$ cat src/rtl/data_mem_responder_if.sv
// Request/response channel between the CPU memory stage and the data-memory responder.
// valid/ready: a beat transfers on a rising edge where both are high; the source holds its payload until then.
interface data_mem_responder_if #(
  parameter int ADDR_W = 4,
  parameter int DATA_W = 4
);
  logic              req_valid;
  logic              req_ready;
  logic              req_write;
  logic [ADDR_W-1:0] req_addr;
  logic [DATA_W-1:0] req_wdata;
  logic              rsp_valid;
  logic              rsp_ready;
  logic [DATA_W-1:0] rsp_rdata;
  logic              rsp_err;

  modport master (
    output req_valid, req_write, req_addr, req_wdata, rsp_ready,
    input  req_ready, rsp_valid, rsp_rdata, rsp_err
  );

  modport slave (
    input  req_valid, req_write, req_addr, req_wdata, rsp_ready,
    output req_ready, rsp_valid, rsp_rdata, rsp_err
  );
endinterface

$ cat src/rtl/data_mem_responder.sv
// Slow data memory serving one load/store at a time over valid/ready channels.
// Optional DATA_MEM_WRITE_PROTECT_EN makes addresses 0..3 read-only (stores answered with rsp_err).
module data_mem_responder #(
  parameter int ADDR_W        = 4,
  parameter int DATA_W        = 4,
  parameter int WAIT_CYCLES   = 2,
  parameter int INIT_IDENTITY = 1
) (
  input  logic                 clock,
  input  logic                 reset,
  data_mem_responder_if.slave  bus,
  output logic                 busy,
  output logic [1:0]           state_dbg
);

  localparam int DEPTH = 2 ** ADDR_W;
  localparam logic [3:0] WAIT_LOAD = (WAIT_CYCLES == 0) ? 4'd0 : 4'(WAIT_CYCLES - 1);

  typedef enum logic [1:0] {
    IDLE = 2'd0,
    WAIT = 2'd1,
    RESP = 2'd2
  } state_t;

  state_t            state;
  state_t            state_nxt;
  logic [3:0]        cnt;
  logic [3:0]        cnt_nxt;

  logic              lat_write;
  logic [ADDR_W-1:0] lat_addr;
  logic [DATA_W-1:0] lat_wdata;

  logic [DATA_W-1:0] mem [DEPTH];
  logic [DATA_W-1:0] rdata_q;
  logic              err_q;

  logic              accept;
  logic              access;
  logic              rsp_hs;
  logic              acc_write;
  logic [ADDR_W-1:0] acc_addr;
  logic [DATA_W-1:0] acc_wdata;
  logic              acc_protect;

  always_ff @(posedge clock or posedge reset) begin
    if (reset) begin
      state <= IDLE;
      cnt   <= 4'd0;
    end else begin
      state <= state_nxt;
      cnt   <= cnt_nxt;
    end
  end

  always_comb begin
    state_nxt = state;
    cnt_nxt   = cnt;
    accept    = 1'b0;
    access    = 1'b0;
    rsp_hs    = 1'b0;
    case (state)
      IDLE: begin
        if (bus.req_valid) begin
          accept = 1'b1;
          if (WAIT_CYCLES == 0) begin
            access    = 1'b1;
            state_nxt = RESP;
          end else begin
            cnt_nxt   = WAIT_LOAD;
            state_nxt = WAIT;
          end
        end
      end
      WAIT: begin
        if (cnt == 4'd0) begin
          access    = 1'b1;
          state_nxt = RESP;
        end else begin
          cnt_nxt = cnt - 4'd1;
        end
      end
      RESP: begin
        if (bus.rsp_ready) begin
          rsp_hs    = 1'b1;
          state_nxt = IDLE;
        end
      end
      default: state_nxt = IDLE;
    endcase
  end

  // With zero wait cycles the access happens on the accepting edge, so it
  // must use the live request rather than the not-yet-latched copy.
  always_comb begin
    if (state == IDLE) begin
      acc_write = bus.req_write;
      acc_addr  = bus.req_addr;
      acc_wdata = bus.req_wdata;
    end else begin
      acc_write = lat_write;
      acc_addr  = lat_addr;
      acc_wdata = lat_wdata;
    end
  end

`ifdef DATA_MEM_WRITE_PROTECT_EN
  assign acc_protect = acc_write && ((acc_addr >> 2) == '0);
`else
  assign acc_protect = 1'b0;
`endif

  always_ff @(posedge clock or posedge reset) begin
    if (reset) begin
      lat_write <= 1'b0;
      lat_addr  <= '0;
      lat_wdata <= '0;
      rdata_q   <= '0;
      err_q     <= 1'b0;
    end else begin
      if (accept) begin
        lat_write <= bus.req_write;
        lat_addr  <= bus.req_addr;
        lat_wdata <= bus.req_wdata;
      end
      if (access) begin
        rdata_q <= (acc_write && !acc_protect) ? acc_wdata : mem[acc_addr];
        err_q   <= acc_protect;
      end else if (rsp_hs) begin
        err_q <= 1'b0;
      end
    end
  end

  // Contents are reinitialised by reset, so an uncommitted store is simply lost.
  always_ff @(posedge clock or posedge reset) begin
    if (reset) begin
      for (int i = 0; i < DEPTH; i++) begin
        mem[i] <= (INIT_IDENTITY != 0) ? DATA_W'(i) : '0;
      end
    end else if (access && acc_write && !acc_protect) begin
      mem[acc_addr] <= acc_wdata;
    end
  end

  assign bus.req_ready = (state == IDLE);
  assign bus.rsp_valid = (state == RESP);
  assign bus.rsp_rdata = rdata_q;
  assign bus.rsp_err   = err_q;
  assign busy          = (state != IDLE);
  assign state_dbg     = state;

endmodule

$ cat src/flat_wrapper.sv
// flat-port wrapper written by rule: the top's interface ports become plain ports
module data_mem_responder_flat 
#(
  parameter int ADDR_W        = 4,
  parameter int DATA_W        = 4,
  parameter int WAIT_CYCLES   = 2,
  parameter int INIT_IDENTITY = 1
)
  (clock, reset, busy, state_dbg, bus_req_valid, bus_req_write, bus_req_addr, bus_req_wdata, bus_rsp_ready, bus_req_ready, bus_rsp_valid, bus_rsp_rdata, bus_rsp_err);
  data_mem_responder_if #(.ADDR_W(ADDR_W), .DATA_W(DATA_W)) bus_i ();
  input  logic clock;
  input  logic reset;
  output logic busy;
  output logic [1:0] state_dbg;
  input wire logic [$bits(bus_i.req_valid)-1:0] bus_req_valid;
  input wire logic [$bits(bus_i.req_write)-1:0] bus_req_write;
  input wire logic [$bits(bus_i.req_addr)-1:0] bus_req_addr;
  input wire logic [$bits(bus_i.req_wdata)-1:0] bus_req_wdata;
  input wire logic [$bits(bus_i.rsp_ready)-1:0] bus_rsp_ready;
  output wire logic [$bits(bus_i.req_ready)-1:0] bus_req_ready;
  output wire logic [$bits(bus_i.rsp_valid)-1:0] bus_rsp_valid;
  output wire logic [$bits(bus_i.rsp_rdata)-1:0] bus_rsp_rdata;
  output wire logic [$bits(bus_i.rsp_err)-1:0] bus_rsp_err;
  assign bus_i.req_valid = bus_req_valid;
  assign bus_i.req_write = bus_req_write;
  assign bus_i.req_addr = bus_req_addr;
  assign bus_i.req_wdata = bus_req_wdata;
  assign bus_i.rsp_ready = bus_rsp_ready;
  assign bus_req_ready = bus_i.req_ready;
  assign bus_rsp_valid = bus_i.rsp_valid;
  assign bus_rsp_rdata = bus_i.rsp_rdata;
  assign bus_rsp_err = bus_i.rsp_err;
  data_mem_responder #(.ADDR_W(ADDR_W), .DATA_W(DATA_W), .WAIT_CYCLES(WAIT_CYCLES), .INIT_IDENTITY(INIT_IDENTITY)) u_core (.clock(clock), .reset(reset), .bus(bus_i), .busy(busy), .state_dbg(state_dbg));
endmodule
$ cat config.mk
export PLATFORM = sky130hd
export DESIGN_NAME = data_mem_responder_flat
export DESIGN_NICKNAME = d
export VERILOG_FILES = /design/src/rtl/data_mem_responder_if.sv /design/src/rtl/data_mem_responder.sv /design/src/flat_wrapper.sv
export SDC_FILE = /design/constraint.sdc
export NUM_CORES = 1
export LEC_CHECK = 0
export BUFFER_PORTS_ARGS = -buffer_cell sky130_fd_sc_hd__buf_4
export CAP_MARGIN = 30
export CORE_MARGIN = 2
export CORE_UTILIZATION = 45
export DETAILED_ROUTE_END_ITERATION = 8
export GPL_TIMING_DRIVEN = 1
export PLACE_DENSITY_LB_ADDON = 0.15
export SYNTH_ARGS = -nofsm -noshare
export SYNTH_HDL_FRONTEND = slang
export SYNTH_SLANG_ARGS = --single-unit
export TNS_END_PERCENT = 100
$ cat constraint.sdc
create_clock -name clock -period 3.6 [get_ports clock]
set_clock_uncertainty 0.15 [all_clocks]
set_input_delay 0.36 -clock clock [delete_from_list [all_inputs] [get_ports clock]]
set_output_delay 0.36 -clock clock [all_outputs]
set_load 0.05 [all_outputs]
==> impl_metrics.yaml <==
power:
  p_sw_mw: 1.876
  p_leak_nw: 2.084
  peakVddDrop_uv: 277.3
  powerDensity_nw_per_um2: 948.8
  seq_power_share_pct: 37.9
  pwr-share-comb_pct: 46.8
  pwr-share-clk_pct: 15.3
  swShare_pct: 42.35
  internal_power_mw: 2.554
run:
  cap_violations: 0
critical_path:
  crit_fanout: 15
  worstReg2RegEnd: "u_core.mem[18]$_DFFE_PP0P_"
  crit_chain: "or3b_1 > nand2_2 > buf_4 > and3_1 > nand2_1 > mux2_2"
  regToRegSetupSlack_ns: 0.88
  crit_path_start_kind: "flip-flop"
  rr_startpoint: "u_core.state_dbg[0]$_DFFE_PP0P_"
  cp.required_ns: 3.70
  max_stage_delay_ns: 0.49
  critPathKind: "reg2reg"
  worst-r2r-cell-count: 6
  timing.critical_path.to: "u_core.mem[18]$_DFFE_PP0P_"
  end_kind: "flip-flop"
  cpMaxStageDelayCell: "dfrtp_1"
  startpoint: "u_core.state_dbg[0]$_DFFE_PP0P_"
  cp.arrival_ns: 2.82
cts:
  post_cts_resize_count: 0
  cts_tree: "yes"
  clock_latency_ns: 0.37
  clockBufferDepth: 2
  post-cts-setup-buffer-count: 0
  cts_hold_buf: 1
  numCtsBuffers: 9
  clkSinkCount: 83
  cts-root-buf: "clkbuf_8"
  clkTransAtPathRegs_ns: 0.10
  htree_levels: 3
timing:
  tns_ns: 0
  relSlewSlack_pct: 48.49
  fin_crit_sh_pct: 75.54
  setup-violations-final: 0
  period_needed_ns: 2.719
  layout_setup_ws_ns: 0.8807
  tightestPinTransition_ns: 0.7707
  rsz0062_at_grt: "false"
  slew_viol_final: 0
  max_freq_ghz: 0.3677
  hold_viol: 0
synthesis:
  synth_nets: 364
  syn_area_um2: 4202
  synth_top_cell_area_share_pct: 30.38
  yosys-top-cells-area: "dfrtp_1 30%, dfstp_2 20%, mux2_2 19%, mux2i_1 6.9%, nand2_1 3.5%"
  yosys.area.top_type: "dfrtp_1"
  ys_types: 46
  synth_commonest_cells: "71 x mux2_2, 51 x dfrtp_1, 39 x nand2_1"
  synth_seq_cells: 83
  syn_avg_cell_area_um2: 12.04
  syn_inst: 349
  ys_seq_area_share_pct: 50.39
  yosysWarnings: 0
  synth_ff_type: "dfrtp_1"
  async_flop_share_pct: 100.0
  synth_most_common_cell: "mux2_2"
  synth-edff-count: 0
die:
  core_area_um2: 9153
  dieHeight_um: 100.6
  die_x_um: 100.6
  start_util_pct: 45.91
  rows: 35
  ios: 23
  die_area_um2: 10130
grt:
  grt_overflow: 0
  grt_pass1_vias: 2815
  gr-usage-met3_pct: 4.161
  grtUsageMet2_pct: 29.03
  grtUsageTotal_pct: 20.43
  grt_max_degree: 40
  gr-max-usage-layer: "met1"
  grt_pass1_wl_mm: 15.68
  antenna_found_initial: 0
  grt_use_met1_pct: 31.08
placement:
  placed_area_um2: 4458
  routabilityCongestion: 0.8206
  dp_hpwl_mm: 6.599
  dp_cells: 472
  portBuffers: 21
  place_ws_ns: 0.9244
drt:
  dr.pass1.iters: 4
  drc: 0
  wire_per_inst_um: 19.67
  ant_nets: 0
  vias_per_cell: 5.740
  drt-total-wl_mm: 9.621
  drt-initial-drc-count: 194
  vias: 2807
layout:
  ff_latch_area_um2: 2117
  multi_input_area_um2: 1959
  nets: 388
  final_area_um2: 4668
  n_antenna_cell: 0
  syn_to_final_growth_pct: 11.11
  layout.cells.non_filler: 489
  fill_cells: 827
  drive_gt1_share_pct: 43.39
outcome:
  status: "finished clean"
hold_path:
  hp-class: "in2reg"
[worst max-delay path: cells and delay by family, from the launching register on]
kind	cells	cell delay, ns
simple gates	4	1.26
buf+inv	1	0.35
mux	1	0.35
flops	1	0.49
[logic make-up after synthesis]
kind of cell,Yosys count,share of synthesized area [%]
fa+ha+maj,2,0.5955
compound gates,46,6.671
flops,83,50.39
buf+inv,20,2.977
other cells,1,0.08925
mux,102,26.83
xor+xnor,2,0.4170
simple gates,93,12.03
[flip-flops by register name (all words and copies together) (netlist names)]
register              count
u_core.mem               64
u_core.lat_wdata          4
u_core.lat_addr           4
u_core.state_dbg          2
u_core.bus.rsp_rdata      4
u_core.cnt                4
u_core.lat_write          1
[metal layers]
| layer | vias to the layer above | wire, µm |
|---|---|---|
| met5 | - | 0 |
| met2 | 71 | 4247 |
| met3 | 14 | 431 |
| met1 | 1424 | 4806 |
| li1 | 1298 | - |
| met4 | 0 | 136 |
[layout make-up]
type	count	area share [%]
clock buffers	9	2.653
clock inverters	7	1.635
inverters	5	0.4288
multi-input cells	246	41.97
flip-flops and latches	83	45.35
well taps	111	2.975
repair buffers	28	4.985
[worst min path at each step]
stage	from	end	slack (ns)	cells past startpoint
after floorplan	bus_rsp_ready	u_core.state_dbg[1]$_DFFE_PP0P_	0.32	1
after global placement	reset	u_core.mem[43]$_DFFE_PP0P_	0.33	2
after detailed placement	reset	u_core.mem[43]$_DFFE_PP0P_	0.34	2
after CTS	bus_rsp_ready	u_core.state_dbg[1]$_DFFE_PP0P_	0.04	2
after global routing	bus_rsp_ready	u_core.state_dbg[1]$_DFFE_PP0P_	0.04	2
final	bus_rsp_ready	u_core.state_dbg[1]$_DFFE_PP0P_	0.04	2
[cell usage in the layout, fill, tap and decap left out, types with 4 or more instances in the layout]
cell type,netlist,routed
mux2_2,71,71
o21ai_0,6,6
nand2_1,39,39
o221ai_1,4,4
dfstp_2,32,32
nand2b_1,7,7
nand3_1,7,7
nor3_4,4,4
clkbuf_8,0,9
a21oi_1,19,19
buf_4,3,26
mux2i_1,29,29
nor2_1,10,10
dfrtp_1,51,51
and3_1,5,5
o22ai_1,10,10
[through the flow]
step / hold WS [ns] / utilization, % / power (mW)
after floorplan: 0.3179 / - / 3.207
after global placement: 0.3305 / 48.41 / 3.685
after detailed placement: 0.3376 / 48.71 / 3.761
after CTS: 0.03580 / 51.00 / 4.449
after global routing: 0.03998 / 51.00 / 4.716
final: 0.04031 / 51.00 / 4.429
[power by group through the flow]
stage | Clock (mW) | Combinational (mW) | Sequential, mW
global route | 0.739 | 2.25 | 1.73
finish | 0.678 | 2.07 | 1.68
floorplan | 0 | 1.48 | 1.72
detailed placement | 0 | 2.07 | 1.69
global placement | 0 | 2.00 | 1.68
CTS | 0.695 | 2.08 | 1.68
Note: power is estimated with default switching activity, not from simulation.
